File: src/rtl/mem_arbiter.sv
// rtl/mem_arbiter.sv - multi-master memory arbiter, fixed-priority or round-robin
`ifndef DATA_WIDTH
`define DATA_WIDTH 32
`endif

module mem_arbiter #(
    parameter int NUM_PORTS  = 2,
    parameter int DATA_WIDTH = `DATA_WIDTH,
    parameter int ADDR_WIDTH = 32,
    parameter int RR_MODE    = 0
) (
    input  logic                            i_clk,
    input  logic                            i_rst_n,
    input  logic [NUM_PORTS*ADDR_WIDTH-1:0] i_m_addr,
    input  logic [NUM_PORTS*DATA_WIDTH-1:0] i_m_data,
    input  logic [NUM_PORTS-1:0]            i_m_wr_valid,
    output logic [NUM_PORTS-1:0]            o_m_wr_ready,
    input  logic [NUM_PORTS*3-1:0]          i_m_wr_width,
    output logic [NUM_PORTS*DATA_WIDTH-1:0] o_m_data,
    output logic [NUM_PORTS-1:0]            o_m_rd_valid,
    input  logic [NUM_PORTS-1:0]            i_m_rd_ready,
    input  logic [NUM_PORTS-1:0]            i_m_lock,
    output logic [ADDR_WIDTH-1:0]           o_addr,
    output logic [DATA_WIDTH-1:0]           o_data,
    output logic                            o_wr_valid,
    input  logic                            i_wr_ready,
    output logic [2:0]                      o_wr_width,
    input  logic [DATA_WIDTH-1:0]           i_data,
    input  logic                            i_rd_valid,
    output logic                            o_rd_ready,
    output logic [NUM_PORTS-1:0]            o_grant,
    output logic                            o_busy
);
    localparam int PW = (NUM_PORTS > 1) ? $clog2(NUM_PORTS) : 1;

    typedef enum logic {ST_IDLE = 1'b0, ST_OWNED = 1'b1} state_t;

    state_t               state_q, state_d;
    logic [NUM_PORTS-1:0] grant_q, grant_d;
    logic [PW-1:0]        ptr_q, ptr_d;
    logic [NUM_PORTS-1:0] req;
    logic [PW-1:0]        gidx;
    logic [PW-1:0]        win_idx;
    logic                 found;
    logic                 owned;
    logic                 complete;
    int                   cand;

    assign req      = i_m_wr_valid | i_m_rd_ready;
    assign owned    = (state_q == ST_OWNED);
    assign o_grant  = grant_q;
    assign o_busy   = owned;
    assign complete = (o_wr_valid & i_wr_ready) | (o_rd_ready & i_rd_valid);

    always_comb begin
        gidx = '0;
        for (int i = 0; i < NUM_PORTS; i++)
            if (grant_q[i]) gidx = PW'(i);
    end

    // Search starts at ptr in round-robin mode, at port 0 otherwise
    always_comb begin
        win_idx = '0;
        found   = 1'b0;
        cand    = 0;
        for (int k = 0; k < NUM_PORTS; k++) begin
            cand = k + ((RR_MODE != 0) ? int'(ptr_q) : 0);
            if (cand >= NUM_PORTS) cand = cand - NUM_PORTS;
            if (!found && req[cand]) begin
                found   = 1'b1;
                win_idx = PW'(cand);
            end
        end
    end

    always_comb begin
        o_addr     = '0;
        o_data     = '0;
        o_wr_valid = 1'b0;
        o_wr_width = '0;
        o_rd_ready = 1'b0;
        if (owned) begin
            o_addr     = i_m_addr[int'(gidx)*ADDR_WIDTH +: ADDR_WIDTH];
            o_data     = i_m_data[int'(gidx)*DATA_WIDTH +: DATA_WIDTH];
            o_wr_valid = i_m_wr_valid[gidx];
            o_wr_width = i_m_wr_width[int'(gidx)*3 +: 3];
            o_rd_ready = i_m_rd_ready[gidx];
        end
    end

    always_comb begin
        o_m_wr_ready = '0;
        o_m_data     = '0;
        o_m_rd_valid = '0;
        for (int i = 0; i < NUM_PORTS; i++) begin
            if (owned && grant_q[i]) begin
                o_m_wr_ready[i]                       = i_wr_ready;
                o_m_data[i*DATA_WIDTH +: DATA_WIDTH]  = i_data;
                o_m_rd_valid[i]                       = i_rd_valid;
            end
        end
    end

    always_comb begin
        state_d = state_q;
        grant_d = grant_q;
        ptr_d   = ptr_q;
        case (state_q)
            ST_IDLE: begin
                if (found) begin
                    state_d = ST_OWNED;
                    grant_d = NUM_PORTS'(1) << win_idx;
                    if (RR_MODE != 0)
                        ptr_d = (win_idx == PW'(NUM_PORTS - 1)) ? '0 : win_idx + PW'(1);
                end
            end
            ST_OWNED: begin
                // A locked owner keeps the bus even with no request outstanding
                if (complete ? !i_m_lock[gidx] : (!req[gidx] && !i_m_lock[gidx])) begin
                    state_d = ST_IDLE;
                    grant_d = '0;
                end
            end
            default: begin
                state_d = ST_IDLE;
                grant_d = '0;
            end
        endcase
    end

    always_ff @(posedge i_clk or negedge i_rst_n) begin
        if (!i_rst_n) begin
            state_q <= ST_IDLE;
            grant_q <= '0;
            ptr_q   <= '0;
        end else begin
            state_q <= state_d;
            grant_q <= grant_d;
            ptr_q   <= ptr_d;
        end
    end

endmodule

File: config.mk
export PLATFORM = sky130hd
export DESIGN_NAME = mem_arbiter
export DESIGN_NICKNAME = d
export VERILOG_FILES = /design/src/rtl/mem_arbiter.sv
export SDC_FILE = /design/constraint.sdc
export NUM_CORES = 1
export LEC_CHECK = 0
export CORE_AREA = 4 4 121 123
export CTS_CLUSTER_DIAMETER = 60
export CTS_CLUSTER_SIZE = 24
export DETAILED_ROUTE_END_ITERATION = 12
export DIE_AREA = 0 0 125 127
export HOLD_SLACK_MARGIN = 0.06
export PLACE_DENSITY_LB_ADDON = 0.2
export SLEW_MARGIN = 30
export SYNTH_ARGS = -nofsm -noshare
export SYNTH_HDL_FRONTEND = slang
export SYNTH_SLANG_ARGS = --single-unit
File: constraint.sdc
create_clock -name i_clk -period 1.45 [get_ports i_clk]
set_clock_uncertainty 0.15 [all_clocks]
set_input_delay 0.29 -clock i_clk [delete_from_list [all_inputs] [get_ports i_clk]]
set_output_delay 0.29 -clock i_clk [all_outputs]
set_load 0.05 [all_outputs]
==> metrics.md, run 1 <==
| Metric | Value |
|---|---|
| Global route overflow | `0` |
| RD Place Congestion | `0.801` |
| Row count | `43` |
| DRT iter0 DRCs | `82` |
| Leak | `3.01 nW` |
| #FFs+latches synth | `3` |
| Pre-Repair DR Iteration Count | `4` |
| Period utilization | `137%` |
| CTS tree | `yes` |
| Hold Vio Cnt, Final | `0` |
| Dpl cell area | `0.00670 sq mm` |
| CP Capture Type | `output pin` |
| CTS Hold Bufs | `0` |
| Routed len/inst | `18.2 um` |
| CORE AREA | `0.0137 sq mm` |
| Clock-pin slew of the registers on the worst-case setup and hold paths | `30 ps` |
| Final ANT Viol Nets | `0` |
| Final wirelength | `14.3 mm` |
| Post-route cell area | `0.00788 sq mm` |
| Die height | `127 um` |
| Mean Syn Cell Area | `6.78 sq um` |
| Final Critical Period | `1990 ps` |
| Vias in the first global route | `3,670` |
| Pre-CTS setup slack | `-369 ps` |
| Number of I/O port buffers | `315` |
| Synthesized area | `0.00177 sq mm` |
| Crit path max-delay family | `flip-flops` |
| Slowest-stage cell, CP | `dfrtp_4` |
| Initial Util | `13.0%` |
| CTS Buf Count | `3` |
| Syn Inst Count | `261` |
| Slew HR | `80.5%` |
| Slew @ Worst Pin | `284 ps` |
| Power per cell area | `2430 mW/mm^2` |
| CP max FO | `31` |
| CP bufs+invs | `2` |
| Fraction of layout cells with a size suffix above 1 | `65.7%` |
| Final Power | `19.2 mW` |
| Most frequent cells in the layout | `clkdlybuf4s50_1 (175), buf_12 (85), nor2_4 (68)` |
| Max cap viols | `0` |
| Failing checks | `setup timing` |
| Post-DR vias/cell | `4.32` |
| RSZ-0062 raised after global routing | `true` |
| Most common cell after layout, fill and taps aside | `clkdlybuf4s50_1` |
| Die area | `0.0159 sq mm` |
| GRT Util Overall | `16.1%` |
| Crit-path max cell delay | `480 ps` |
| Critical path class | `flop to output pin` |
| Net count after synthesis | `437` |
| Clk sinks | `3` |
| Post-DP HPWL | `11.0 mm` |
| Synth-to-Final Area Change | `345%` |
| Chip Width | `125 um` |
| Ys Warns | `0` |
| Clock root buffer | `clkbuf_16` |
| Hold WC Path Type | `input pin to async pin` |
| Fin. max-slew vios | `0` |
| Seq/Total Area, Yosys | `4.24%` |
| Detailed-route via count | `3,393` |
| Setup-failing EPs final | `142` |
| Critical Path Start Type | `flop` |
| Layout Nets | `783` |
| Antenna violations before repair | `1` |
| Largest net degree at the start of global routing | `32` |
| CP required | `1010 ps` |
| Max Clock Freq | `503 MHz` |
| Clock buffer depth | `2` |
| Peak supply drop | `1.46 mV` |
| Antenna diode count | `0` |
| Crit path cell chain | `buf_12, mux2i_1, nor2_4, buf_4` |
| IO Count | `316` |
| WP data arrival | `1550 ps` |
| H-tree Lvls | `1` |
| Clk Latency, worst-skew pair | `220 ps` |
| Distinct cells, synth | `23` |
| # DRC | `0` |
| PnR worst setup slack | `-536 ps` |
| Global-route wire length before repair | `20.8 mm` |
| Status | `complete, but fails checks` |
[metrics by stage]
step,hold WS [ps],util (%),instances,TNS [ps]
after floorplan,-156,-,261,-20760
after global placement,335,49.0,761,-29930
after detailed placement,349,49.0,761,-31430
after CTS,123,55.0,780,-63730
final,115,57.7,786,-64020
after global routing,136,57.7,786,-70060
[final cells by class]
class	count	area, sq um
Sequential cell	3	83.8
Fill cell	1136	5780
Timing Repair Buffer	372	4680
Inverter	1	11.3
Clock buffer	4	78.8
Multi-Input combinational cell	226	2810
Tap cell	180	225
[sequential cells by signal, indices dropped and copies added (netlist names)]
signal / flops
o_busy: 1
o_grant: 2
[final timing paths]
kind | start | to | slack, ps | cells past startpoint
setup / recovery | o_grant[1] | o_data[21] | -540 | 4
hold / removal | i_rst_n | o_busy | 120 | 1
setup reg to reg | o_grant[1] | o_grant[0] | -300 | 6
hold reg to reg | o_grant[0] | o_grant[0] | 680 | 3
max in group asynchronous | i_rst_n | o_grant[1] | 850 | 1
min in group i_clk | o_grant[0] | o_grant[0] | 680 | 3
[Yosys cell counts, drive strengths merged]
cell type	n	area, sq um
a32oi	1	8.76
or3b	1	8.76
mux2i	70	701
nand3	1	5.00
clkbuf	20	75.1
nand2	2	7.51
buf	11	100
o31ai	1	7.51
nor2	69	259
dfrtp	3	75.1
o21ai	3	15.0
inv	1	3.75
nor3b	1	7.51
and3	68	425
o211ai	4	35.0
mux2	1	11.3
nor3	1	5.00
or4	1	7.51
or3	2	12.5
[metal layers]
layer	wire [um]	vias to the layer above	share of wire, %	GRT usage, %
met3	1010	8	7.1	3.93
met2	7970	171	56	31.5
met1	5200	1585	36	18.0
li1	-	1627	-	-
met4	102	2	0.71	2.30
met5	13	-	0.091	0
[worst reg2reg max path: cells and delay by family, from the launching register on]
kind,cells,cell delay [ps]
AOI/OAI and AO/OA,2,290
buffers and inverters,3,440
DFF,1,530
muxes,1,190
[what timing repair did]
action,4_1_cts,5_1_grt
gates resized for setup,103,61
setup endpoints to repair,142,142
hold endpoints to repair,0,0
pin swaps,9,5
setup buffers,7,3
gates cloned,8,5
[kinds of logic after synthesis]
kind of cell / count (synthesis) / share of synthesized area (%)
and+or+nand+nor: 146 / 41.7
AOI/OAI and AO/OA: 9 / 3.75
muxes: 71 / 40.2
DFF: 3 / 4.24
buffers and inverters: 32 / 10.1
[report_power, final]
part           switching, mW  total [mW]  internal, mW
Sequential             0.133       0.281         0.149
Combinational           9.99        18.4          8.45
Clock                 0.0760       0.439         0.363
Total                   10.2        19.2          8.96
Power figures use the tool's default switching activity.
==> run 2, diff against run 1 <==
Settings changed: CTS_CLUSTER_DIAMETER 60 to 30, PLACE_DENSITY_LB_ADDON 0.2 to not set.
==> run 2 against run 1 <==
Compared with the run above: the flow still finishes with violations (setup timing); total power down 4.6%; highest routed layer is now met4; final cell count is 0.89% lower; design area shrank 4.0%; core utilization down 2.3 points; largest power group unchanged; register-to-register slack barely moved; combinational power decreased by 4%; first-iteration DRC count fell by 32%; non-clock buffer count decreased by 7; critical path depth unchanged; flip-flop and latch count unchanged; wire length decreased by 4.9%; sequential share of layout area hardly changed.
==> metrics.md, run 2 (synthesized netlist as in run 1, its figures left out) <==
| Metric | Value |
|---|---|
| Die height | `127 um (unchanged)` |
| Fin cells | `779 (was 786)` |
| Setup TNS | `-60,730 ps (was -64,020 ps)` |
| GRT Util Overall | `15.1% (was 16.1%)` |
| Clock network fraction of design power | `2.4% (was 2.3%)` |
| Max Clock Freq | `507 MHz (was 503 MHz)` |
| Post-route cell area | `0.00757 sq mm (was 0.00788 sq mm)` |
| CORE AREA | `0.0137 sq mm (unchanged)` |
| Most common cell after layout, fill and taps aside | `clkdlybuf4s50_1 (unchanged)` |
| WP data arrival | `1530 ps (was 1550 ps)` |
| Post-DP HPWL | `11.0 mm (about the same)` |
| Slew @ Worst Pin | `273 ps (was 284 ps)` |
| CTS Buf Count | `3 (unchanged)` |
| Fraction of layout cells with a size suffix above 1 | `63.6% (was 65.7%)` |
| Largest net degree at the start of global routing | `37 (was 32)` |
| Antenna violations before repair | `0 (was 1)` |
| H-tree Lvls | `1 (unchanged)` |
| Fin. max-slew vios | `0 (unchanged)` |
| Global-route wire length before repair | `19.6 mm (was 20.8 mm)` |
| Max cap viols | `0 (unchanged)` |
| Internal Power | `8.35 mW (was 8.96 mW)` |
| Comb pwr share | `96.1% (was 96.2%)` |
| Final ANT Viol Nets | `0 (unchanged)` |
| Clock-pin slew of the registers on the worst-case setup and hold paths | `30 ps (about the same)` |
| Critical path class | `flop to output pin (unchanged)` |
| Dpl cell area | `0.00669 sq mm (was 0.00670 sq mm)` |
| Chip Width | `125 um (unchanged)` |
| Clk sinks | `3 (unchanged)` |
| Sequential Power Share | `1.5% (about the same)` |
| Setup-failing EPs final | `142 (unchanged)` |
| Leak | `2.91 nW (was 3.01 nW)` |
| RSZ-0062 raised after global routing | `true (unchanged)` |
| Routed len/inst | `17.5 um (was 18.2 um)` |
| Crit-path max cell delay | `460 ps (was 480 ps)` |
| Final wirelength | `13.6 mm (was 14.3 mm)` |
| Max FFs per register | `2 (unchanged)` |
| Post-DR vias/cell | `4.29 (was 4.32)` |
| Peak supply drop | `1.39 mV (was 1.46 mV)` |
| Initial Util | `13.0% (unchanged)` |
| PnR worst setup slack | `-523 ps (was -536 ps)` |
| Slowest-stage cell, CP | `dfrtp_4 (unchanged)` |
| RD Place Congestion | `0.830 (was 0.801)` |
| Layout Nets | `776 (was 783)` |
| Clock root buffer | `clkbuf_16 (unchanged)` |
| # DRC | `0 (unchanged)` |
| DRT iter0 DRCs | `56 (was 82)` |
| CP max FO | `30 (was 31)` |
| Clk Latency, worst-skew pair | `220 ps (about the same)` |
| Hold Vio Cnt, Final | `0 (unchanged)` |
| Clock buffer depth | `2 (unchanged)` |
| Period utilization | `136% (was 137%)` |
| Hold Slack | `99.3 ps (was 115 ps)` |
| CP Capture Type | `output pin (unchanged)` |
| Die area | `0.0159 sq mm (unchanged)` |
| Crit path cell chain | `buf_12, mux2i_1, nor2_4, buf_4 (unchanged)` |
| CTS tree | `yes (unchanged)` |
| Placed Cells | `756 (was 761)` |
| Detailed-route via count | `3,343 (was 3,393)` |
| Pre-Repair DR Iteration Count | `4 (unchanged)` |
| Vias in the first global route | `3,595 (was 3,670)` |
| Sw Ratio | `54.3% (was 53.2%)` |
| Global route overflow | `0 (unchanged)` |
| IO Count | `316 (unchanged)` |
| Most frequent cells in the layout | `clkdlybuf4s50_1 (175), buf_12 (86), buf_4 (71) (was clkdlybuf4s50_1 (175), buf_12 (85), nor2_4 (68))` |
| Power per cell area | `2410 mW/mm^2 (was 2430 mW/mm^2)` |
| Critical Path Start Type | `flop (unchanged)` |
| Status | `complete, but fails checks (unchanged)` |
| Row count | `43 (unchanged)` |
| P_sw | `9.93 mW (was 10.2 mW)` |
| Failing checks | `setup timing (unchanged)` |
| Final Critical Period | `1970 ps (was 1990 ps)` |
| CP required | `1010 ps (about the same)` |
| Slew HR | `81.3% (was 80.5%)` |
| Synth-to-Final Area Change | `328% (was 345%)` |
| Final Power | `18.3 mW (was 19.2 mW)` |
| R2R setup slack | `-290 ps (was -300 ps)` |
| Number of I/O port buffers | `315 (unchanged)` |
| Hold WC Path Type | `input pin to async pin (unchanged)` |
| Antenna diode count | `0 (unchanged)` |
-- run 2: cell count changes in the layout (fill, tap and decap cells not counted), moves of 2 or more --
cell and delta:
and3_2 -6, buf_6 -5, mux2i_1 +12, mux2i_4 -14, buf_8 -4, buf_16 -6, mux2i_2 +2, clkbuf_16 +2
buf_4 +5, and3_4 +6
-- run 2: through the flow --
step / setup slack, ps / util (%)
after floorplan: -262 / -
after global placement: -351 / 49.0
after detailed placement: -376 / 49.0
after CTS: -519 / 52.7
after global routing: -583 / 55.4
final: -523 / 55.4
-- run 2: final timing paths --
kind / start / end / cells past startpoint
setup / recovery: o_grant[1] / o_addr[26] / 4
hold / removal: i_rst_n / o_busy / 1
setup reg to reg: o_grant[1] / o_grant[0] / 5
hold reg to reg: o_grant[0] / o_grant[0] / 3
max in group asynchronous: i_rst_n / o_grant[1] / 1
min in group i_clk: o_grant[0] / o_grant[0] / 3
-- run 2: what timing repair did --
| item | in CTS | in global routing |
|---|---|---|
| gates resized for setup | 77 | 52 |
| hold buffers | 0 | 0 |
| setup buffers | 9 | 2 |
| setup endpoints to repair | 143 | 142 |
| gates cloned | 2 | 9 |
| pin swaps | 15 | 10 |
-- run 2: cell type report --
cell class | instances | area (sq um)
fill | 1168 | 6090
timing repair buffer | 365 | 4500
multi-input combinational | 226 | 2670
tap | 180 | 225
sequential | 3 | 83.8
clock buffer | 4 | 78.8
inverter | 1 | 8.76
-- run 2: routing by layer --
layer | track usage, % | vias up | wire length (um)
met1 | 16.9 | 1521 | 5040
met5 | 0 | - | 0
li1 | - | 1609 | -
met4 | 2.49 | 0 | 174
met2 | 29.5 | 201 | 7360
met3 | 3.43 | 12 | 1040
-- run 2: critical path: cells and delay by family (launching register included) --
family / cells / cell delay [ps]
flops: 1 / 460
buf+inv: 2 / 440
mux: 1 / 320
simple gates: 1 / 60
-- run 2: power by group through the flow --
stage / Combinational (mW) / Sequential (mW) / Clock, mW
2_1_floorplan: 10.4 / 0.308 / 0
3_3_place_gp: 15.5 / 0.237 / 0
3_5_place_dp: 15.6 / 0.242 / 0
4_1_cts: 16.8 / 0.261 / 0.441
5_1_grt: 18.2 / 0.282 / 0.454
6_report: 17.6 / 0.270 / 0.437
